## src/rtl/keypad_pkg.sv

```systemverilog
// Shared types and helpers for the keypad matrix scanner.
package keypad_pkg;

  typedef enum logic {
    IDLE,
    PRESSED
  } kp_state_e;

  typedef enum logic [1:0] {
    NONE,
    SINGLE,
    MULTI
  } frame_cls_e;

  function automatic int code_w(input int n_row, input int n_col);
    return (n_row * n_col > 1) ? $clog2(n_row * n_col) : 1;
  endfunction

endpackage

```

## src/rtl/keypad_col_scanner.sv

```systemverilog
// Dwell divider and one-hot column ring; flags the last dwell cycle of each
// column (sample_strobe_o) and of the last column (frame_end_o).
module keypad_col_scanner #(
  parameter int N_COL    = 4,
  parameter int SCAN_DIV = 17,
  parameter int CI_W     = $clog2(N_COL)
) (
  input  logic             clk,
  input  logic             reset_p,
  output logic [N_COL-1:0] col_o,
  output logic [CI_W-1:0]  col_index_o,
  output logic             sample_strobe_o,
  output logic             frame_end_o
);

  logic [SCAN_DIV-1:0] div_q;
  logic [N_COL-1:0]    col_q;
  logic [CI_W-1:0]     idx_q;

  assign sample_strobe_o = &div_q;
  assign frame_end_o     = sample_strobe_o && (idx_q == CI_W'(N_COL - 1));
  assign col_o           = col_q;
  assign col_index_o     = idx_q;

  always_ff @(posedge clk) begin
    if (reset_p) begin
      div_q <= '0;
      col_q <= N_COL'(1);
      idx_q <= '0;
    end else begin
      div_q <= div_q + SCAN_DIV'(1);
      if (sample_strobe_o) begin
        col_q <= {col_q[N_COL-2:0], col_q[N_COL-1]};
        idx_q <= frame_end_o ? '0 : idx_q + CI_W'(1);
      end
    end
  end

endmodule

```

## src/rtl/keypad_matrix_scan.sv

```systemverilog
// N_ROW x N_COL key-matrix scanner with frame debounce and n-key lockout.
// Optional auto-repeat of key_press is compiled in with KEYPAD_REPEAT_EN.
module keypad_matrix_scan
  import keypad_pkg::*;
#(
  parameter int N_ROW          = 4,
  parameter int N_COL          = 4,
  parameter int SCAN_DIV       = 17,
  parameter int DEBOUNCE_SCANS = 4,
  parameter int REPEAT_DELAY   = 16,
  parameter int REPEAT_RATE    = 4,
  localparam int CODE_W        = code_w(N_ROW, N_COL)
) (
  input  logic              clk,
  input  logic              reset_p,
  input  logic [N_ROW-1:0]  row,
  output logic [N_COL-1:0]  col,
  output logic [CODE_W-1:0] key_code,
  output logic              key_valid,
  output logic              key_press,
  output logic              key_release,
  output logic              multi_key
);

  localparam int CI_W   = $clog2(N_COL);
  localparam int RW     = (N_ROW > 1) ? $clog2(N_ROW) : 1;
  localparam int STAB_W = $clog2(DEBOUNCE_SCANS + 1);
  localparam logic [STAB_W-1:0] STAB_MAX = STAB_W'(DEBOUNCE_SCANS);

  logic [CI_W-1:0] col_index;
  logic            sample_strobe;
  logic            frame_end;

  keypad_col_scanner #(
    .N_COL   (N_COL),
    .SCAN_DIV(SCAN_DIV),
    .CI_W    (CI_W)
  ) u_scan (
    .clk            (clk),
    .reset_p        (reset_p),
    .col_o          (col),
    .col_index_o    (col_index),
    .sample_strobe_o(sample_strobe),
    .frame_end_o    (frame_end)
  );

  kp_state_e          state_q;
  frame_cls_e         prev_cls_q;
  logic [CODE_W-1:0]  prev_code_q;
  logic [STAB_W-1:0]  stab_q;
  logic [1:0]         acc_cnt_q;
  logic [CODE_W-1:0]  acc_code_q;
  logic [CODE_W-1:0]  key_code_q;
  logic               valid_q, press_q, release_q, multi_q;

  logic [1:0]         row_cnt;
  logic [RW-1:0]      row_low;
  logic [CODE_W-1:0]  samp_code;
  logic [2:0]         cnt_sum;
  logic [1:0]         frame_cnt;
  logic [CODE_W-1:0]  frame_code;
  frame_cls_e         cls;
  logic [CODE_W-1:0]  code_eff;
  logic [STAB_W-1:0]  stab_d;

  // Closed switches in the current column, saturating at 2, plus the lowest row.
  always_comb begin
    row_cnt = 2'd0;
    row_low = '0;
    for (int r = N_ROW - 1; r >= 0; r--) begin
      if (row[r]) row_low = RW'(r);
    end
    for (int r = 0; r < N_ROW; r++) begin
      if (row[r] && row_cnt != 2'd2) row_cnt = row_cnt + 2'd1;
    end
  end

  // Frame summary including the sample being taken this cycle.
  always_comb begin
    samp_code  = CODE_W'(col_index) * CODE_W'(N_ROW) + CODE_W'(row_low);
    cnt_sum    = {1'b0, acc_cnt_q} + {1'b0, row_cnt};
    frame_cnt  = (cnt_sum >= 3'd2) ? 2'd2 : cnt_sum[1:0];
    frame_code = (acc_cnt_q == 2'd0) ? samp_code : acc_code_q;
    cls        = NONE;
    if (frame_cnt == 2'd1)      cls = SINGLE;
    else if (frame_cnt == 2'd2) cls = MULTI;
    code_eff   = (cls == SINGLE) ? frame_code : '0;
    stab_d     = STAB_W'(1);
    if (cls == prev_cls_q && code_eff == prev_code_q)
      stab_d = (stab_q == STAB_MAX) ? STAB_MAX : stab_q + STAB_W'(1);
  end

`ifdef KEYPAD_REPEAT_EN
  localparam int RP_W = $clog2(REPEAT_DELAY + REPEAT_RATE + 1);
  localparam logic [RP_W-1:0] RP_FIRST = RP_W'(REPEAT_DELAY);
  localparam logic [RP_W-1:0] RP_WRAP  = RP_W'(REPEAT_DELAY + REPEAT_RATE);
  logic [RP_W-1:0] rep_q;
`else
  logic unused_repeat_cfg;
  assign unused_repeat_cfg = (REPEAT_DELAY != REPEAT_RATE);
`endif

  always_ff @(posedge clk) begin
    if (reset_p) begin
      state_q     <= IDLE;
      prev_cls_q  <= NONE;
      prev_code_q <= '0;
      stab_q      <= '0;
      acc_cnt_q   <= 2'd0;
      acc_code_q  <= '0;
      key_code_q  <= '0;
      valid_q     <= 1'b0;
      press_q     <= 1'b0;
      release_q   <= 1'b0;
      multi_q     <= 1'b0;
`ifdef KEYPAD_REPEAT_EN
      rep_q       <= '0;
`endif
    end else begin
      press_q   <= 1'b0;
      release_q <= 1'b0;
      if (sample_strobe && !frame_end) begin
        acc_cnt_q  <= frame_cnt;
        acc_code_q <= frame_code;
      end else if (frame_end) begin
        acc_cnt_q   <= 2'd0;
        acc_code_q  <= '0;
        multi_q     <= (cls == MULTI);
        prev_cls_q  <= cls;
        prev_code_q <= code_eff;
        stab_q      <= stab_d;
        case (state_q)
          IDLE: begin
            if (cls == SINGLE && stab_d == STAB_MAX) begin
              key_code_q <= code_eff;
              valid_q    <= 1'b1;
              press_q    <= 1'b1;
              state_q    <= PRESSED;
`ifdef KEYPAD_REPEAT_EN
              rep_q      <= '0;
`endif
            end
          end
          PRESSED: begin
            // Other keys or MULTI are treated as still held: lockout.
            if (cls == NONE && stab_d == STAB_MAX) begin
              valid_q   <= 1'b0;
              release_q <= 1'b1;
              state_q   <= IDLE;
`ifdef KEYPAD_REPEAT_EN
              rep_q     <= '0;
`endif
            end
`ifdef KEYPAD_REPEAT_EN
            else if (cls == SINGLE && code_eff == key_code_q) begin
              if (rep_q + RP_W'(1) == RP_WRAP) begin
                press_q <= 1'b1;
                rep_q   <= RP_FIRST;
              end else begin
                press_q <= (rep_q + RP_W'(1) == RP_FIRST);
                rep_q   <= rep_q + RP_W'(1);
              end
            end else begin
              rep_q <= '0;
            end
`endif
          end
          default: state_q <= IDLE;
        endcase
      end
    end
  end

  assign key_code    = key_code_q;
  assign key_valid   = valid_q;
  assign key_press   = press_q;
  assign key_release = release_q;
  assign multi_key   = multi_q;

endmodule

```

## config.mk

```make
export PLATFORM = sky130hd
export DESIGN_NAME = keypad_matrix_scan
export DESIGN_NICKNAME = d
export VERILOG_FILES = /design/src/rtl/keypad_pkg.sv /design/src/rtl/keypad_col_scanner.sv /design/src/rtl/keypad_matrix_scan.sv
export SDC_FILE = /design/constraint.sdc
export NUM_CORES = 1
export LEC_CHECK = 0
export ABC_CLOCK_PERIOD_IN_PS = 5100
export CAP_MARGIN = 10
export CORE_AREA = 2 2 82 76
export CTS_BUF_LIST = sky130_fd_sc_hd__clkbuf_4 sky130_fd_sc_hd__clkbuf_8
export DETAILED_ROUTE_END_ITERATION = 6
export DIE_AREA = 0 0 84 78
export GPL_TIMING_DRIVEN = 0
export RECOVER_POWER = 25
export SYNTH_ARGS = -nofsm -noshare
export SYNTH_HDL_FRONTEND = slang
export SYNTH_SLANG_ARGS = --single-unit
```

## constraint.sdc

```tcl
create_clock -name clk -period 5.1 [get_ports clk]
set_clock_uncertainty 0.05 [all_clocks]
set_input_delay 0.765 -clock clk [delete_from_list [all_inputs] [get_ports clk]]
set_output_delay 0.765 -clock clk [all_outputs]
set_load 0.1 [all_outputs]
```

==> flow_metrics.env, run 1 <==
export IMPL_arrival_ns=4.95
export IMPL_synth_edf_count=0
export IMPL_startpoint_type="input port"
export IMPL_numCtsBuffers=5
export IMPL_cts_tree="built"
export IMPL_port_buffers=16
export IMPL_cts_sinks=46
export IMPL_overflow=0
export IMPL_switching_power_uw=180
export IMPL_setup_violations=0
export IMPL_worst_pin_slew_ns=0.967
export IMPL_maxCapViolCount=0
export IMPL_vias=1804
export IMPL_place_gp_congestion=0.774
export IMPL_synth_top_area_share_pct=40.7
export IMPL_ys_ff_latch=46
export IMPL_switching_share_pct=24.9
export IMPL_totalNegativeSetupSlack_ns=0
export IMPL_pwr_share_seq_pct=50.0
export IMPL_core_area_sq_um=5630
export IMPL_initial_utilization_pct=40.2
export IMPL_maxSlewViolCount=0
export IMPL_num_rows=26
export IMPL_grt_pass1_vias=1695
export IMPL_avgViaCountPerCell=5.08
export IMPL_grt_pass1_wl_um=7730
export IMPL_async_reset_ff_share_pct=0
export IMPL_die_area_sq_um=6550
export IMPL_cp_max_fo=10
export IMPL_power_leakage_uw=0.000984
export IMPL_synth_most_common_cell="dfxtp_1"
export IMPL_pwr_share_clk_pct=38.1
export IMPL_clk_pin_slew_ns=0.09
export IMPL_cts_buffer_depth=2
export IMPL_clkLatencyLatePin_ns=0.30
export IMPL_grt_use_total_pct=14.6
export IMPL_internal_power_uw=544
export IMPL_yosys_top_cells_count="dfxtp_1, nor2_1, nand2_1"
export IMPL_postRouteAntennaNets=0
export IMPL_timing_hold_ws_ns=0.404
export IMPL_antenna_found_initial=0
export IMPL_fin_nets=303
export IMPL_synthCells=260
export IMPL_crit_type="input port to register"
export IMPL_wirelength_um=4390
export IMPL_antennaDiodeCount=0
export IMPL_synth_area_sq_um=2260
export IMPL_synthToLayoutAreaGrowth_pct=17.0
export IMPL_power_density_nw_per_um2=273
export IMPL_yosysTopAreaCell="dfxtp_1"
export IMPL_hp_class="register to register"
export IMPL_synth_cell_types=51
export IMPL_relSlewSlack_pct=35.3
export IMPL_utilization_pct=47.1
export IMPL_power_frac_comb_pct=11.9
export IMPL_drive_above_1_share_pct=7.72
export IMPL_ys_seq_area_share_pct=40.7
export IMPL_cts_root_buffer="clkbuf_8"
export IMPL_synthTopCellsByArea="dfxtp_1, ha_1, nor2_1, xor2_1, a21oi_1"
export IMPL_n_fill_cell=572
export IMPL_dr_pass1_iters=4
export IMPL_required_ns=5.21
export IMPL_cp_end_kind="register"
export IMPL_syn_nets=279
export IMPL_die_h_um=78
export IMPL_drcViolationCount=0
export IMPL_syn_area_per_cell_sq_um=8.71
export IMPL_h_tree_depth=2
export IMPL_hpwl_um=3110
export IMPL_ios=18
export IMPL_clock_fmax_mhz=207
export IMPL_drt_iter0_drc=95
export IMPL_vdd_ir_drop_worst_v=0.000165
export IMPL_post_route_period_util_pct=94.8
export IMPL_period_needed_ns=4.84
export IMPL_ctsHoldBuffers=0
export IMPL_synth_flop_cell="dfxtp_1"
export IMPL_final_hold_viol_count=0
export IMPL_status="finished, final reports clean"
export IMPL_routedWlPerCell_um=12.4
export IMPL_grt_max_degree=16
export IMPL_ys_warnings_count=0
export IMPL_die_x_um=84
==> what timing repair did <==
item                       CTS  global route
hold endpoints to repair     0             0
setup endpoints to repair   11            11
pin swaps                    0             2
buffers inserted             0             1
resized for setup            5            11
==> worst max-delay path: stages <==
cell and delay (ns):
clkdlybuf4s50_1 0.52, nand2b_1 0.14, xor2_2 0.18, ha_1 0.19, nand2b_1 0.17, xor2_1 0.17
ha_1 0.16, inv_1 0.04, fa_1 0.50, and3_4 0.20, ha_1 0.14, clkbuf_4 0.20
nor4b_4 0.27, o21a_1 0.24, o21ai_0 0.11, a2111o_1 0.48, buf_4 0.19, nor4_1 0.20
a211oi_1 0.08
==> through the flow <==
| stage | instance area (sq um) | std cells | worst slack, ns | power [uW] |
|---|---|---|---|---|
| global placement | 2510 | 346 | -0.568 | 449 |
| finish | 2650 | 355 | 0.264 | 725 |
| floorplan | 2260 | 260 | 0.432 | 427 |
| global route | 2650 | 355 | -0.0182 | 761 |
| detailed placement | 2510 | 346 | -0.594 | 450 |
| CTS | 2640 | 354 | 0.0807 | 729 |
==> power by group through the flow <==
stage	Clock, uW	Combinational (uW)	Sequential, uW
floorplan	0	56.6	370
global placement	0	78.8	371
detailed placement	0	79.2	371
CTS	284	82.7	362
global route	299	98.9	363
finish	276	86.4	362
==> kinds of logic after synthesis <==
logic type | Yosys count | synth area share, %
multiplexers | 6 | 2.65
flip-flops | 46 | 40.7
AND/OR/NAND/NOR | 102 | 23.3
adder cells (fa/ha/maj) | 13 | 7.51
AO/OA/AOI/OAI | 52 | 15.0
buffers and inverters | 25 | 4.70
XOR/XNOR | 16 | 6.19
==> path summary, 6_finish.rpt <==
kind | startpoint | endpoint | slack, ns | depth (start not counted)
setup / recovery | row[2] | key_code[0] | 0.26 | 19
hold / removal | key_code[1] | key_code[1] | 0.40 | 2
setup reg to reg | acc_cnt_q[1] | key_code[0] | 1.69 | 13
hold reg to reg | key_code[1] | key_code[1] | 0.40 | 2
==> registers in the layout, indices dropped and copies added, names as in the netlist <==
| signal | flops |
|---|---|
| acc_cnt_q | 2 |
| acc_code_q | 4 |
| key_code | 4 |
| key_press | 1 |
| key_release | 1 |
| key_valid | 1 |
| multi_key | 1 |
| prev_cls_q | 1 |
| prev_code_q | 4 |
| stab_q | 3 |
| state_q | 1 |
| u_scan.col_index_o | 2 |
| u_scan.col_o | 4 |
| u_scan.div_q | 17 |
==> cell type report <==
cell class              instances  area (sq um)  share of cell area, %
multi-input cells             189          1260                   47.5
flip-flops and latches         46           921                   34.7
repair buffers                 17           158                   5.95
well taps                      70          87.6                   3.31
clock buffers                   5          68.8                   2.60
plain buffers                  13          67.6                   2.55
inverters                      12          45.0                   1.70
clock inverters                 3          43.8                   1.65
==> cell usage in the layout, fill, tap and decap left out, drive strengths merged, types with 7 or more instances in the layout <==
master / instances
a21oi: 17
ha: 12
nand3: 7
dfxtp: 46
nand2: 20
clkbuf: 15
o21ai: 12
and3: 7
clkdlybuf4s50: 14
inv: 13
nor2: 31
xor2: 10
==> per-layer routing <==
layer,track usage [%],up-vias,wire length (um)
li1,-,948,-
met1,19.0,823,2230
met2,23.8,26,1910
met3,3.62,7,180
met4,4.84,0,61
met5,0,-,0
(Power assumes the default switching activity.)
==> run 2, diff against run 1 <==
--- a/config.mk
+++ b/config.mk
@@ -7,10 +7,10 @@
 export LEC_CHECK = 0
 export ABC_CLOCK_PERIOD_IN_PS = 5100
 export CAP_MARGIN = 10
-export CORE_AREA = 2 2 82 76
+export CORE_AREA = 10 10 90 84
 export CTS_BUF_LIST = sky130_fd_sc_hd__clkbuf_4 sky130_fd_sc_hd__clkbuf_8
 export DETAILED_ROUTE_END_ITERATION = 6
-export DIE_AREA = 0 0 84 78
+export DIE_AREA = 0 0 100 94
 export GPL_TIMING_DRIVEN = 0
 export RECOVER_POWER = 25
 export SYNTH_ARGS = -nofsm -noshare
==> flow_metrics.env, run 2 (same netlist as run 1, synthesis figures left out) <==
export IMPL_min_from="key_code[1]"
export IMPL_die_x_um=100
export IMPL_fin_cells=357
export IMPL_post_route_period_util_pct=96.0
export IMPL_period_needed_ns=4.90
export IMPL_clkLatencyLatePin_ns=0.29
export IMPL_drt_iter0_drc=118
export IMPL_n_fill_cell=554
export IMPL_ios=18
export IMPL_place_gp_congestion=0.807
export IMPL_final_hold_viol_count=0
export IMPL_startpoint_type="input port"
export IMPL_crit_type="input port to register"
export IMPL_num_rows=26
export IMPL_post_place_cells=346
export IMPL_grt_pass1_wl_um=7680
export IMPL_grt_pass1_vias=1671
export IMPL_drive_above_1_share_pct=9.06
export IMPL_overflow=0
export IMPL_maxSlewViolCount=0
export IMPL_required_ns=5.27
export IMPL_wirelength_um=4620
export IMPL_postRouteAntennaNets=0
export IMPL_avgViaCountPerCell=5.03
export IMPL_die_h_um=94
export IMPL_numCtsBuffers=5
export IMPL_grt_max_degree=15
export IMPL_status="finished, final reports clean"
export IMPL_antenna_found_initial=0
export IMPL_die_area_sq_um=9400
export IMPL_dr_pass1_iters=4
export IMPL_crit_path_start="row[2]"
export IMPL_hpwl_um=3270
export IMPL_r2r_slack_ns=1.64
export IMPL_clk_pin_slew_ns=0.08
export IMPL_cp_max_fo=10
export IMPL_cts_tree="built"
export IMPL_power_leakage_uw=0.000992
export IMPL_clock_fmax_mhz=204
export IMPL_vdd_ir_drop_worst_v=0.000168
export IMPL_antennaDiodeCount=0
export IMPL_multiInputGateArea_sq_um=1270
export IMPL_maxCapViolCount=0
export IMPL_cts_sinks=46
export IMPL_regMostFlops="u_scan.div_q"
export IMPL_grt_use_total_pct=9.90
export IMPL_final_common_cell="dfxtp_1"
export IMPL_dp_slack_ns=-0.572
export IMPL_worst_pin_slew_ns=0.979
export IMPL_drcViolationCount=0
export IMPL_arrival_ns=5.07
export IMPL_ctsHoldBuffers=0
export IMPL_cts_buffer_depth=2
export IMPL_port_buffers=16
export IMPL_reg2reg_from="acc_cnt_q[1]"
export IMPL_regArea_sq_um=921
export IMPL_cts_root_buffer="clkbuf_8"
export IMPL_synthToLayoutAreaGrowth_pct=17.8
export IMPL_core_area_sq_um=5630
export IMPL_relSlewSlack_pct=34.5
export IMPL_setup_violations=0
export IMPL_cp_end_kind="register"
export IMPL_most_common_layout_cells="dfxtp_1, nor2_1, nand2_1"
export IMPL_largest_register_ffs=17
export IMPL_vias=1797
export IMPL_initial_utilization_pct=40.2
export IMPL_power_density_nw_per_um2=264
export IMPL_fin_ws_ns=0.203
export IMPL_routedWlPerCell_um=12.9
export IMPL_fin_nets=305
export IMPL_timing_hold_ws_ns=0.404
export IMPL_h_tree_depth=2
export IMPL_hp_class="register to register"
run 2: critical path, stage by stage:
cell and delay [ns]:
clkdlybuf4s50_1 0.52, nand2b_1 0.13, xor2_2 0.18, ha_1 0.19, nand2b_1 0.17, xor2_1 0.16, ha_1 0.18, inv_1 0.06
fa_1 0.43, and3_4 0.20, ha_1 0.20, clkbuf_4 0.19, nor4b_4 0.15, o21a_1 0.15, or3_1 0.35, a2111o_1 0.48
buf_4 0.16, a211o_1 0.26, a21oi_1 0.14
run 2: worst paths after layout:
kind / endpoint / cells after the start
setup / recovery: key_code[2] / 19
hold / removal: key_code[1] / 2
setup reg to reg: key_code[2] / 13
hold reg to reg: key_code[1] / 2
run 2: power breakdown:
group / switching, uW / internal [uW] / leakage [uW]
combinational: 53.1 / 41.6 / 0.000566
clock: 123 / 124 / 0.0000544
sequential: 1.35 / 361 / 0.000371
run 2: final cells by class:
class,instances,area share [%]
multi-input cells,189,47.6
inverters,12,1.69
flip-flops and latches,46,34.5
clock inverters,1,0.328
plain buffers,13,2.53
well taps,70,3.28
clock buffers,7,3.61
repair buffers,19,6.47
run 2: per-layer routing:
metal,wire length (um),vias up,track usage (%)
li1,-,955,-
met1,2330,806,12.6
met2,2010,31,15.6
met3,238,5,2.87
met4,43,0,3.41
met5,0,-,0
run 2: metrics by stage:
stage | total power [uW] | instance area, sq um | util, % | setup TNS [ns]
floorplan | 427 | 2260 | - | 0
global placement | 449 | 2510 | 44.6 | -5.24
detailed placement | 450 | 2510 | 44.6 | -5.43
CTS | 699 | 2630 | 46.7 | 0
global route | 734 | 2670 | 47.4 | -0.00969
finish | 704 | 2670 | 47.4 | 0
run 2: what timing repair did:
action | CTS | global route
endpoints found under the setup margin | 11 | 10
pin swaps | 0 | 2
setup buffers | 0 | 3
resized for setup | 5 | 11
==> run 3, diff against run 2 <==
--- a/config.mk
+++ b/config.mk
@@ -7,12 +7,13 @@
 export LEC_CHECK = 0
 export ABC_CLOCK_PERIOD_IN_PS = 5100
 export CAP_MARGIN = 10
-export CORE_AREA = 10 10 90 84
+export CORE_AREA = 10 10 94 87
 export CTS_BUF_LIST = sky130_fd_sc_hd__clkbuf_4 sky130_fd_sc_hd__clkbuf_8
 export DETAILED_ROUTE_END_ITERATION = 6
-export DIE_AREA = 0 0 100 94
+export DIE_AREA = 0 0 104 97
 export GPL_TIMING_DRIVEN = 0
 export RECOVER_POWER = 25
 export SYNTH_ARGS = -nofsm -noshare
 export SYNTH_HDL_FRONTEND = slang
+export SYNTH_HIERARCHICAL = 1
 export SYNTH_SLANG_ARGS = --single-unit
==> flow_metrics.env, run 3 <==
export IMPL_status="finished, final reports clean"
export IMPL_core_area_sq_um=6150
export IMPL_setup_violations=0
export IMPL_ys_seq_area_share_pct=36.9
export IMPL_ff2ff_path_depth=13
export IMPL_ys_warnings_count=6
export IMPL_hold_depth=2
export IMPL_period_needed_ns=4.78
export IMPL_h_tree_depth=2
export IMPL_cp_max_fo=10
export IMPL_worst_pin_slew_ns=0.987
export IMPL_synth_area_sq_um=2490
export IMPL_power_uw=690
export IMPL_postRouteAntennaNets=0
export IMPL_power_leakage_uw=0.00108
export IMPL_port_buffers=17
export IMPL_yosysTopAreaCell="dfxtp_1"
export IMPL_vdd_ir_drop_worst_v=0.000165
export IMPL_crit_type="input port to register"
export IMPL_synth_flop_cell="dfxtp_1"
export IMPL_crit_path_start="row[2]"
export IMPL_ys_ff_latch=46
export IMPL_place_gp_congestion=0.737
export IMPL_required_ns=5.26
export IMPL_reg2reg_from="u_scan/div_q[0]"
export IMPL_cts_root_buffer="clkbuf_8"
export IMPL_relSlewSlack_pct=34.0
export IMPL_power_density_nw_per_um2=238
export IMPL_cts_tree="built"
export IMPL_cts_sinks=46
export IMPL_maxCapViolCount=0
export IMPL_synth_edf_count=0
export IMPL_fin_cells=387
export IMPL_most_common_layout_cells="dfxtp_1, nor2_1, inv_1, mux2i_1, a21oi_1"
export IMPL_final_common_cell="dfxtp_1"
export IMPL_post_route_period_util_pct=93.7
export IMPL_hpwl_um=3630
export IMPL_antenna_found_initial=0
export IMPL_initial_utilization_pct=40.5
export IMPL_synthCells=274
export IMPL_synth_top_area_share_pct=36.9
export IMPL_largest_register_ffs=17
export IMPL_num_rows=27
export IMPL_grt_most_used_layer="met2"
export IMPL_dr_pass1_iters=4
export IMPL_min_from="key_code[2]"
export IMPL_synthToLayoutAreaGrowth_pct=16.1
export IMPL_cp_end_kind="register"
export IMPL_grt_pass1_vias=1820
export IMPL_met2_usage_pct=14.1
export IMPL_antennaDiodeCount=0
export IMPL_regMostFlops="u_scan/div_q"
export IMPL_wirelength_um=4900
export IMPL_yosys_top_cells_count="dfxtp_1, nor2_1, inv_1, mux2i_1, a21oi_1"
export IMPL_vias=1960
export IMPL_startpoint_type="input port"
export IMPL_final_hold_viol_count=0
export IMPL_synth_most_common_cell="dfxtp_1"
export IMPL_cts_buffer_depth=2
export IMPL_numCtsBuffers=5
export IMPL_r2r_slack_ns=1.51
export IMPL_rsz0062_at_grt="false"
export IMPL_routedWlPerCell_um=12.6
export IMPL_use_met3_pct=3.51
export IMPL_holdPathEnd="key_code[2]"
export IMPL_hp_class="register to register"
export IMPL_drcViolationCount=0
export IMPL_ios=18
export IMPL_post_place_cells=378
export IMPL_syn_nets=293
export IMPL_maxSlewViolCount=0
export IMPL_die_area_sq_um=10100
export IMPL_reg2reg_to="key_code[0]"
export IMPL_async_reset_ff_share_pct=0
export IMPL_arrival_ns=4.94
export IMPL_grt_use_total_pct=9.78
export IMPL_clock_fmax_mhz=209
export IMPL_die_h_um=97
export IMPL_grt_max_degree=17
export IMPL_overflow=0
export IMPL_synthTopCellsByArea="dfxtp_1, mux2i_1, ha_1, nor2_1, a21oi_1"
export IMPL_synth_cell_types=59
export IMPL_clk_pin_slew_ns=0.09
export IMPL_avgViaCountPerCell=5.06
export IMPL_fin_nets=318
export IMPL_die_x_um=104
export IMPL_clkLatencyLatePin_ns=0.30
export IMPL_grtUsageMet1_pct=12.9
export IMPL_grt_pass1_wl_um=8490
export IMPL_drive_above_1_share_pct=11.0
export IMPL_syn_area_per_cell_sq_um=9.10
export IMPL_drt_iter0_drc=75
## run 3: metrics by stage
stage	hold WS (ns)	setup slack (ns)	util (%)	cell area, sq um	TNS, ns
3_3_place_gp	0.397	-0.0973	45.1	2770	-0.228
5_1_grt	0.452	0.117	47.0	2890	0
6_report	0.427	0.322	47.0	2890	0
2_1_floorplan	0.386	0.757	-	2490	0
3_5_place_dp	0.409	-0.146	45.1	2770	-0.505
4_1_cts	0.426	0.147	46.6	2860	0
## run 3: what timing repair did
action | in CTS | in global routing
hold buffers | 0 | 0
setup buffers | 0 | 1
hold endpoints to repair | 0 | 0
resized for setup | 0 | 6
setup endpoints to repair | 0 | 7
## run 3: how the worst max path moves through the flow
stage,to,slack [ns],cells after the start
final,stab_q[2],0.32,18
after global routing,stab_q[2],0.12,18
after CTS,stab_q[2],0.15,19
after detailed placement,stab_q[2],-0.15,19
after global placement,stab_q[2],-0.1,19
after floorplan,stab_q[2],0.76,18
## run 3: final cells by class
cell class	count	area, sq um
clock inverter	3	23.8
inverter	17	63.8
tap	87	109
timing repair buffer	18	183
sequential	46	921
buffer	9	37.5
fill	628	3260
multi-input combinational	202	1490
clock buffer	5	68.8
## run 3: per-layer routing
metal	up-vias	part of all wire [%]
li1	1015	-
met1	911	52
met2	27	41
met3	7	5.2
met4	0	1.2
met5	-	0
## run 3: critical path: stages
cell,delay [ns]
clkdlybuf4s50_1,0.49
or2b_1,0.30
xor2_2,0.18
ha_1,0.19
nand2b_1,0.17
xor2_1,0.18
ha_1,0.18
inv_1,0.06
fa_1,0.41
and3_1,0.22
ha_1,0.22
clkbuf_4,0.19
o211a_1,0.17
o21ai_1,0.18
nand4_1,0.16
a211oi_4,0.39
nand2_4,0.12
a2111oi_4,0.34
## run 3: cell families after synthesis
logic type               Yosys count  synth area share (%)
XOR/XNOR                           8                  3.11
buffers and inverters             26                  4.02
adder cells (fa/ha/maj)           13                  6.83
AO/OA/AOI/OAI                     43                  13.4
AND/OR/NAND/NOR                  117                  27.1
flip-flops                        46                  36.9
multiplexers                      21                  8.63
## run 3: where the power goes
part	internal (uW)	leakage [uW]	switching, uW
combinational	39.5	0.000671	55.9
clock	98.1	0.0000408	132
sequential	361	0.000371	2.71
